==> src/rtl/inst_buffer_pkg.sv <==
// Shared types and sizing for the decode-to-dispatch instruction buffer.
package inst_buffer_pkg;

  localparam int unsigned IB_SZ     = 8;
  localparam int unsigned XLEN      = 32;
  localparam int unsigned REG_IDX_W = 5;

  // Decoded instruction handed from decode to dispatch.
  typedef struct packed {
    logic [XLEN-1:0]      pc;
    logic [XLEN-1:0]      npc;
    logic [XLEN-1:0]      inst;
    logic [REG_IDX_W-1:0] dest_reg_idx;
    logic [REG_IDX_W-1:0] rs1_idx;
    logic [REG_IDX_W-1:0] rs2_idx;
    logic                 rd_mem;
    logic                 wr_mem;
    logic                 cond_branch;
    logic                 uncond_branch;
    logic                 halt;
    logic                 illegal;
    logic                 valid;
  } DP_PACKET;

  // Branch-mispredict recovery request.
  typedef struct packed {
    logic            squash_valid;
    logic [XLEN-1:0] squash_pc;
  } SQUASH_PACKET;

endpackage

==> src/rtl/inst_buffer_ptr_ctrl.sv <==
// Head/tail/occupancy tracking and enqueue/dequeue qualification for inst_buffer.
// IB_BYPASS_EN: allow an empty buffer to pass the incoming packet straight through.
module ib_ptr_ctrl
  import inst_buffer_pkg::*;
#(
  parameter int unsigned IB_DEPTH = IB_SZ,
  parameter int unsigned IB_PTR_W = $clog2(IB_DEPTH)
) (
  input  logic                clock,
  input  logic                reset,
  input  logic                in_valid,
  input  logic                rob_dp_available,
  input  logic                rs_dp_available,
  input  logic                squash_valid,
  output logic [IB_PTR_W-1:0] head,
  output logic [IB_PTR_W-1:0] tail,
  output logic [IB_PTR_W:0]   count,
  output logic                full_c,
  output logic                empty_c,
  output logic                enq_c,
  output logic                deq_c,
  output logic                bypass_c
);

  localparam int unsigned CNT_W = IB_PTR_W + 1;
  localparam logic [CNT_W-1:0] DEPTH_CNT = CNT_W'(IB_DEPTH);

  logic downstream_ready_c;

  assign full_c             = (count == DEPTH_CNT);
  assign empty_c            = (count == '0);
  assign downstream_ready_c = rob_dp_available & rs_dp_available;

`ifdef IB_BYPASS_EN
  assign bypass_c = empty_c & in_valid & downstream_ready_c & ~squash_valid;
`else
  assign bypass_c = 1'b0;
`endif

  // A bypassed packet goes straight to dispatch and is never stored.
  assign enq_c = in_valid & ~full_c & ~squash_valid & ~bypass_c;
  assign deq_c = ~empty_c & downstream_ready_c & ~squash_valid;

  always_ff @(posedge clock or posedge reset) begin
    if (reset) begin
      head  <= '0;
      tail  <= '0;
      count <= '0;
    end else if (squash_valid) begin
      head  <= '0;
      tail  <= '0;
      count <= '0;
    end else begin
      if (enq_c) tail <= tail + IB_PTR_W'(1);
      if (deq_c) head <= head + IB_PTR_W'(1);
      count <= count + CNT_W'(enq_c) - CNT_W'(deq_c);
    end
  end

endmodule

==> src/rtl/inst_buffer.sv <==
// Circular FIFO of decoded instructions between decode and dispatch, flushed on squash.
// IB_BYPASS_EN: zero-latency pass-through when the buffer is empty and dispatch is ready.
module inst_buffer
  import inst_buffer_pkg::*;
#(
  parameter int unsigned IB_DEPTH = IB_SZ,
  parameter int unsigned IB_PTR_W = $clog2(IB_DEPTH)
) (
  input  logic                clock,
  input  logic                reset,
  input  logic                in_valid,
  input  DP_PACKET            in_packet,
  output logic                in_ready,
  input  logic                rob_dp_available,
  input  logic                rs_dp_available,
  input  SQUASH_PACKET        squash_packet,
  output logic                out_valid,
  output DP_PACKET            out_packet,
  output logic [IB_PTR_W:0]   count
);

  DP_PACKET            mem [IB_DEPTH];
  logic [IB_PTR_W-1:0] head;
  logic [IB_PTR_W-1:0] tail;
  logic                full_c;
  logic                empty_c;
  logic                enq_c;
  logic                deq_c;
  logic                bypass_c;
  logic                squash_valid;
  logic                unused_squash_bits;

  assign squash_valid       = squash_packet.squash_valid;
  assign unused_squash_bits = ^squash_packet.squash_pc;

  ib_ptr_ctrl #(
    .IB_DEPTH (IB_DEPTH),
    .IB_PTR_W (IB_PTR_W)
  ) u_ptr_ctrl (
    .clock            (clock),
    .reset            (reset),
    .in_valid         (in_valid),
    .rob_dp_available (rob_dp_available),
    .rs_dp_available  (rs_dp_available),
    .squash_valid     (squash_valid),
    .head             (head),
    .tail             (tail),
    .count            (count),
    .full_c           (full_c),
    .empty_c          (empty_c),
    .enq_c            (enq_c),
    .deq_c            (deq_c),
    .bypass_c         (bypass_c)
  );

  // Dequeued slots are zeroed so a drained buffer holds nothing stale.
  always_ff @(posedge clock or posedge reset) begin
    if (reset) begin
      for (int i = 0; i < int'(IB_DEPTH); i++) mem[i] <= '0;
    end else if (squash_valid) begin
      for (int i = 0; i < int'(IB_DEPTH); i++) mem[i] <= '0;
    end else begin
      if (deq_c) mem[head] <= '0;
      if (enq_c) mem[tail] <= in_packet;
    end
  end

  // Ready depends only on registered occupancy, keeping ROB/RS out of decode's path.
  assign in_ready  = ~full_c;
  assign out_valid = deq_c | bypass_c;

  always_comb begin
    out_packet = '0;
    if (bypass_c)      out_packet = in_packet;
    else if (!empty_c) out_packet = mem[head];
  end

endmodule

==> config.mk <==
export PLATFORM = sky130hd
export DESIGN_NAME = inst_buffer
export DESIGN_NICKNAME = d
export VERILOG_FILES = /design/src/rtl/inst_buffer_pkg.sv /design/src/rtl/inst_buffer_ptr_ctrl.sv /design/src/rtl/inst_buffer.sv
export SDC_FILE = /design/constraint.sdc
export NUM_CORES = 2
export LEC_CHECK = 0
export ABC_AREA = 1
export BUFFER_PORTS_ARGS = -buffer_cell sky130_fd_sc_hd__buf_2
export CAP_MARGIN = 20
export CORE_ASPECT_RATIO = 0.9
export CORE_MARGIN = 2
export CORE_UTILIZATION = 58
export CTS_CLUSTER_SIZE = 10
export DETAILED_ROUTE_END_ITERATION = 12
export PLACE_DENSITY = 0.76
export SLEW_MARGIN = 15
export SYNTH_ARGS = -nofsm -noshare
export SYNTH_HDL_FRONTEND = slang
export SYNTH_SLANG_ARGS = --single-unit
==> constraint.sdc <==
create_clock -name clock -period 38.9 [get_ports clock]
set_input_delay 3.89 -clock clock [delete_from_list [all_inputs] [get_ports clock]]
set_output_delay 3.89 -clock clock [all_outputs]
set_load 0.01 [all_outputs]
Yosys cells after proc, flatten, opt, wreduce, memory -nomap -nowiden
Index checks and enable logic that the tools add are counted.
- bits of input ports: 156
- logic and storage cells: 151
- output and inout port bits: 124
- flip-flop bits (word level): 954
- add/subtract/negate cells: 4
- equality and inequality tests: 1
- bitwise operators: 12
- reductions and logical operators: 5
- multiplexer cells: 18
- order comparisons: 4
- operators with widths (operator ; count):
    $mux W944 ; 4
    $and A944 B944 Y944 ; 1
    $bwmux W944 ; 1
    $not A944 Y944 ; 1
    $demux W118 S3 ; 2
    $mux W118 ; 5
    $bmux W118 S3 ; 1
    $mux W3 ; 4
    $ge A4 B4 Y1 const B ; 2
    $lt A4 B1 Y1 const B ; 2
    $not A3 Y4 ; 2
    $add A3 B1 Y3 const B ; 2
    $and A1 B1 Y1 ; 5
    $add A4 B1 Y4 ; 1
    $eq A4 B4 Y1 const B ; 1
    $logic_not A4 Y1 ; 1
    $mux W4 ; 1
    $reduce_bool A2 Y1 ; 2
    $sub A4 B1 Y4 ; 1
    $not A1 Y1 ; 3
    $logic_and A1 B1 Y1 ; 2

Depth between registers and ports, before layout
- depth after elaboration: 12
- depth in mapped cells: 13
- mapped depth without buffers: 13

By module
A second synthesis with hierarchy kept.
- cells, all modules: 8882
- area total of the unflattened synthesis: 56070.0 µm²
- modules (own cells, without submodules) (module ; cells an instance ; times used ; area each (µm²) ; sequential area each (µm²)):
    inst_buffer ; 8800 ; 1 ; 55368.1 ; 23622.7
    ib_ptr_ctrl ; 82 ; 1 ; 701.9 ; 250.2

Least setup slack after synthesis
No wires, ideal clock.
- kind: input port to output port
- start point: input port squash_packet[32] (netlist name)
- end point: output port out_valid
- setup slack: 30.585 ns
- stages: 3
- buffers on the path: 2
- required time: 35.010 ns
- arrival time: 4.425 ns
- path through: buf_4 > buf_4 > nor2_8
- cells in the longest elaborated chain, start to end: 2
- RTL lines (element ; line ; text):
    from (decl) ; inst_buffer.sv:16 ; input SQUASH_PACKET squash_packet,
    $not A1 Y1 ; inst_buffer_ptr_ctrl.sv:42 ; assign deq_c = ~empty_c & downstream_ready_c & ~squash_valid;
    $and A1 B1 Y1 ; inst_buffer_ptr_ctrl.sv:42 ;
    to (decl) ; inst_buffer.sv:17 ; output logic out_valid,
No other way between the ends.

==> flow_summary.json <==
{
  "outcome": "completed",
  "synth_area_per_cell_um2": 7.81,
  "rrSetupSlack_ns": 33.89,
  "wirelength_um": 186000,
  "maxCapViolations": 0,
  "firstDrtPassIters": 6,
  "antenna_found_initial": 31,
  "endpoint": "out_packet[31]",
  "ir_worst_vdd_v": 0.0000377,
  "fill_cells": 7623,
  "root_buffer": "clkbuf_16",
  "clock_latency_ns": 0.71,
  "slew_headroom": 0.144,
  "grt_pass1_wl_um": 285000,
  "powerDensity_mw_per_mm2": 47.2,
  "wl_per_cell_um": 25.9,
  "fp.dieH_um": 282,
  "regToRegEndpoint": "mem[182]$_DFF_PP0_",
  "postCtsSetupBuffers": 0,
  "syn_nets": 6540,
  "vias_per_cell": 6.98,
  "tightest_slew_ns": 1.28,
  "syn_inst": 6376,
  "die_area_mm2": 0.0882,
  "r2r_cells": 7,
  "clockBufferDepth": 3,
  "slew_viol_final": 0,
  "cts_buffers": 107,
  "grt_setup_unrepaired": "no",
  "drc": 0,
  "track_usage": 0.413,
  "cts_htree_levels": 3,
  "dp_hpwl_um": 86400,
  "ctsHoldBuffers": 0,
  "period_needed_ns": 8.91,
  "grt_max_degree": 179,
  "place_congestion": 0.818,
  "layout_setup_ws_ns": 29.99,
  "synthTopCellsByArea": "dfrtp_1 (48%), a21oi_1 (13%), nand3_1 (12%)",
  "finalClockSkew_ns": 0.0500,
  "critical_path_class": "reg2out",
  "finalHoldViolCount": 0,
  "portBuffers": 247,
  "end_kind": "primary output",
  "pre_cts_ws_ns": 29.17,
  "cp-start-kind": "flop",
  "ys_warn_count": 0,
  "core_area_mm2": 0.0847,
  "final_nets": 6176,
  "fp-row-count": 101,
  "fmax_mhz": 112,
  "synth_edf_count": 0,
  "grt_remaining_overflow": 0,
  "syn_to_final_growth_pct": 5.86,
  "boundaryPins": 280,
  "cts.repair.resized": 0,
  "dpl.cell_count": 7032,
  "initial_core_util": 0.588,
  "path_max_fanout": 61,
  "synth_top_area_cell": "dfrtp_1",
  "num_vias": 50200,
  "report.final.setup_viol": 0,
  "syn-cell-area_mm2": 0.0498,
  "required_ns": 35.01,
  "hold_ws_ns": 0.470,
  "crit_start": "u_ptr_ctrl.head[2]$_DFFE_PP0P_",
  "cts.clk_slew.worst_paths_ns": 0.06,
  "grt_pass1_vias": 48200,
  "clock_sinks": 954,
  "ys_ff_latch": 954,
  "tritoncts": "built",
  "arrival_ns": 5.02,
  "ys.flop_type": "dfrtp_1",
  "drt_iter0_markers": 8548,
  "hold_path.class": "reg2reg",
  "die_x_um": 313,
  "seq_area_frac_synth": 0.479,
  "fin_crit_sh": 0.229,
  "timing.rr.start": "u_ptr_ctrl.head[2]$_DFFE_PP0P_",
  "synth.distinct_cells": 38,
  "synth_top_area_frac": 0.479,
  "power.total_w": 0.00249,
  "drive_above_1_share": 0.0828,
  "detail-route-antenna-nets": 0,
  "leakage_nw": 20.8,
  "async_reset_ff_frac": 1.00,
  "instances_no_fill": 7186,
  "tns_ns": 0
}
## flip-flops by register name, summed over array words and instances (netlist names)
signal	cells
mem	944
u_ptr_ctrl.count	4
u_ptr_ctrl.head	3
u_ptr_ctrl.tail	3
## power breakdown
group	total, W	internal, W	switching (W)
sequential	0.00104	0.00102	0.0000205
combinational	0.000525	0.0000937	0.000431
clock	0.000923	0.000517	0.000407
## how the worst min path moves through the flow
stage / endpoint / startpoint / cells after the start / slack [ns]
finish: mem[5]$_DFF_PP0_ / mem[5]$_DFF_PP0_ / 2 / 0.47
global route: mem[33]$_DFF_PP0_ / mem[33]$_DFF_PP0_ / 2 / 0.50
CTS: mem[25]$_DFF_PP0_ / mem[25]$_DFF_PP0_ / 2 / 0.47
detailed placement: mem[25]$_DFF_PP0_ / mem[25]$_DFF_PP0_ / 2 / 0.45
global placement: mem[25]$_DFF_PP0_ / mem[25]$_DFF_PP0_ / 2 / 0.45
floorplan: mem[14]$_DFF_PP0_ / mem[14]$_DFF_PP0_ / 2 / 0.44
## cell usage in the layout (no fill, tap or decap), drive strengths merged
cell / count
a21boi: 1
a21oi: 1272
a22oi: 1
and3: 38
buf: 325
bufinv: 1
clkbuf: 129
clkinv: 1
dfrtp: 954
diode: 16
fa: 1
ha: 7
inv: 40
nand2: 1091
nand3: 1202
nand4: 368
nor2: 269
nor3: 17
o211ai: 12
o21a: 15
o21ai: 289
o31ai: 1
or2: 1
xnor2: 1
xor2: 1
## per-layer routing
metal	vias to the layer above	routed length, um	part of all wire	GRT usage
li1	21400	-	-	-
met1	24000	68200	0.37	0.551
met2	3985	81600	0.44	0.617
met3	776	27400	0.15	0.124
met4	30	9040	0.048	0.202
met5	-	274	0.0015	0.00541
## Yosys cell counts, types with 2 or more instances
library cell / n
a21oi_1: 1271
nand3_1: 1200
nand2_1: 1077
dfrtp_1: 954
nand4_1: 368
clkbuf_1: 356
o21ai_0: 289
buf_2: 279
nor2_1: 260
buf_1: 76
buf_4: 61
and3_1: 38
inv_1: 26
nor3_1: 16
buf_6: 15
o21a_1: 15
o211ai_1: 12
clkbuf_2: 11
inv_2: 10
nand2_4: 8
ha_1: 7
nand2_2: 5
nor2_2: 5
nor2_4: 2
nor2_8: 2
## final cells by class
type / instances / area (um^2) / share of cell area
Antenna cell: 16 / 40.0 / 0.000759
Inverter: 37 / 191 / 0.00363
Sequential cell: 954 / 23900 / 0.453
Clock buffer: 129 / 2870 / 0.0545
Clock inverter: 5 / 86.3 / 0.00164
Multi-Input combinational cell: 4587 / 22300 / 0.423
Tap cell: 1133 / 1420 / 0.0269
Timing Repair Buffer: 325 / 1930 / 0.0366
## worst max-delay path, cell delays in order, from the launching register on
cell and delay [ns]:
dfrtp_2 0.74, buf_4 0.65, nand2_4 0.82, inv_1 0.95, o21ai_0 0.23, o21ai_0 0.20, nor2_1 0.07, a21oi_1 0.38
buf_2 0.24
## kinds of logic (layout without fill, tap and decap cells)
logic type,count (synthesis),in the layout,share of synthesized area
adders and majority gates,8,8,0.00216
xor gates and xnor gates,2,2,0.000352
and+or+nand+nor,2986,2986,0.280
DFF,954,954,0.479
other,0,16,0
buffers and inverters,835,496,0.0771
AOI/OAI and AO/OA,1591,1591,0.161
## per-stage QoR
stage	utilization	cell area (um^2)
detailed placement	0.586	49600
global route	0.623	52700
CTS	0.621	52600
global placement	0.586	49600
finish	0.623	52700
floorplan	-	49800
Note: power is estimated with default switching activity, not from simulation.
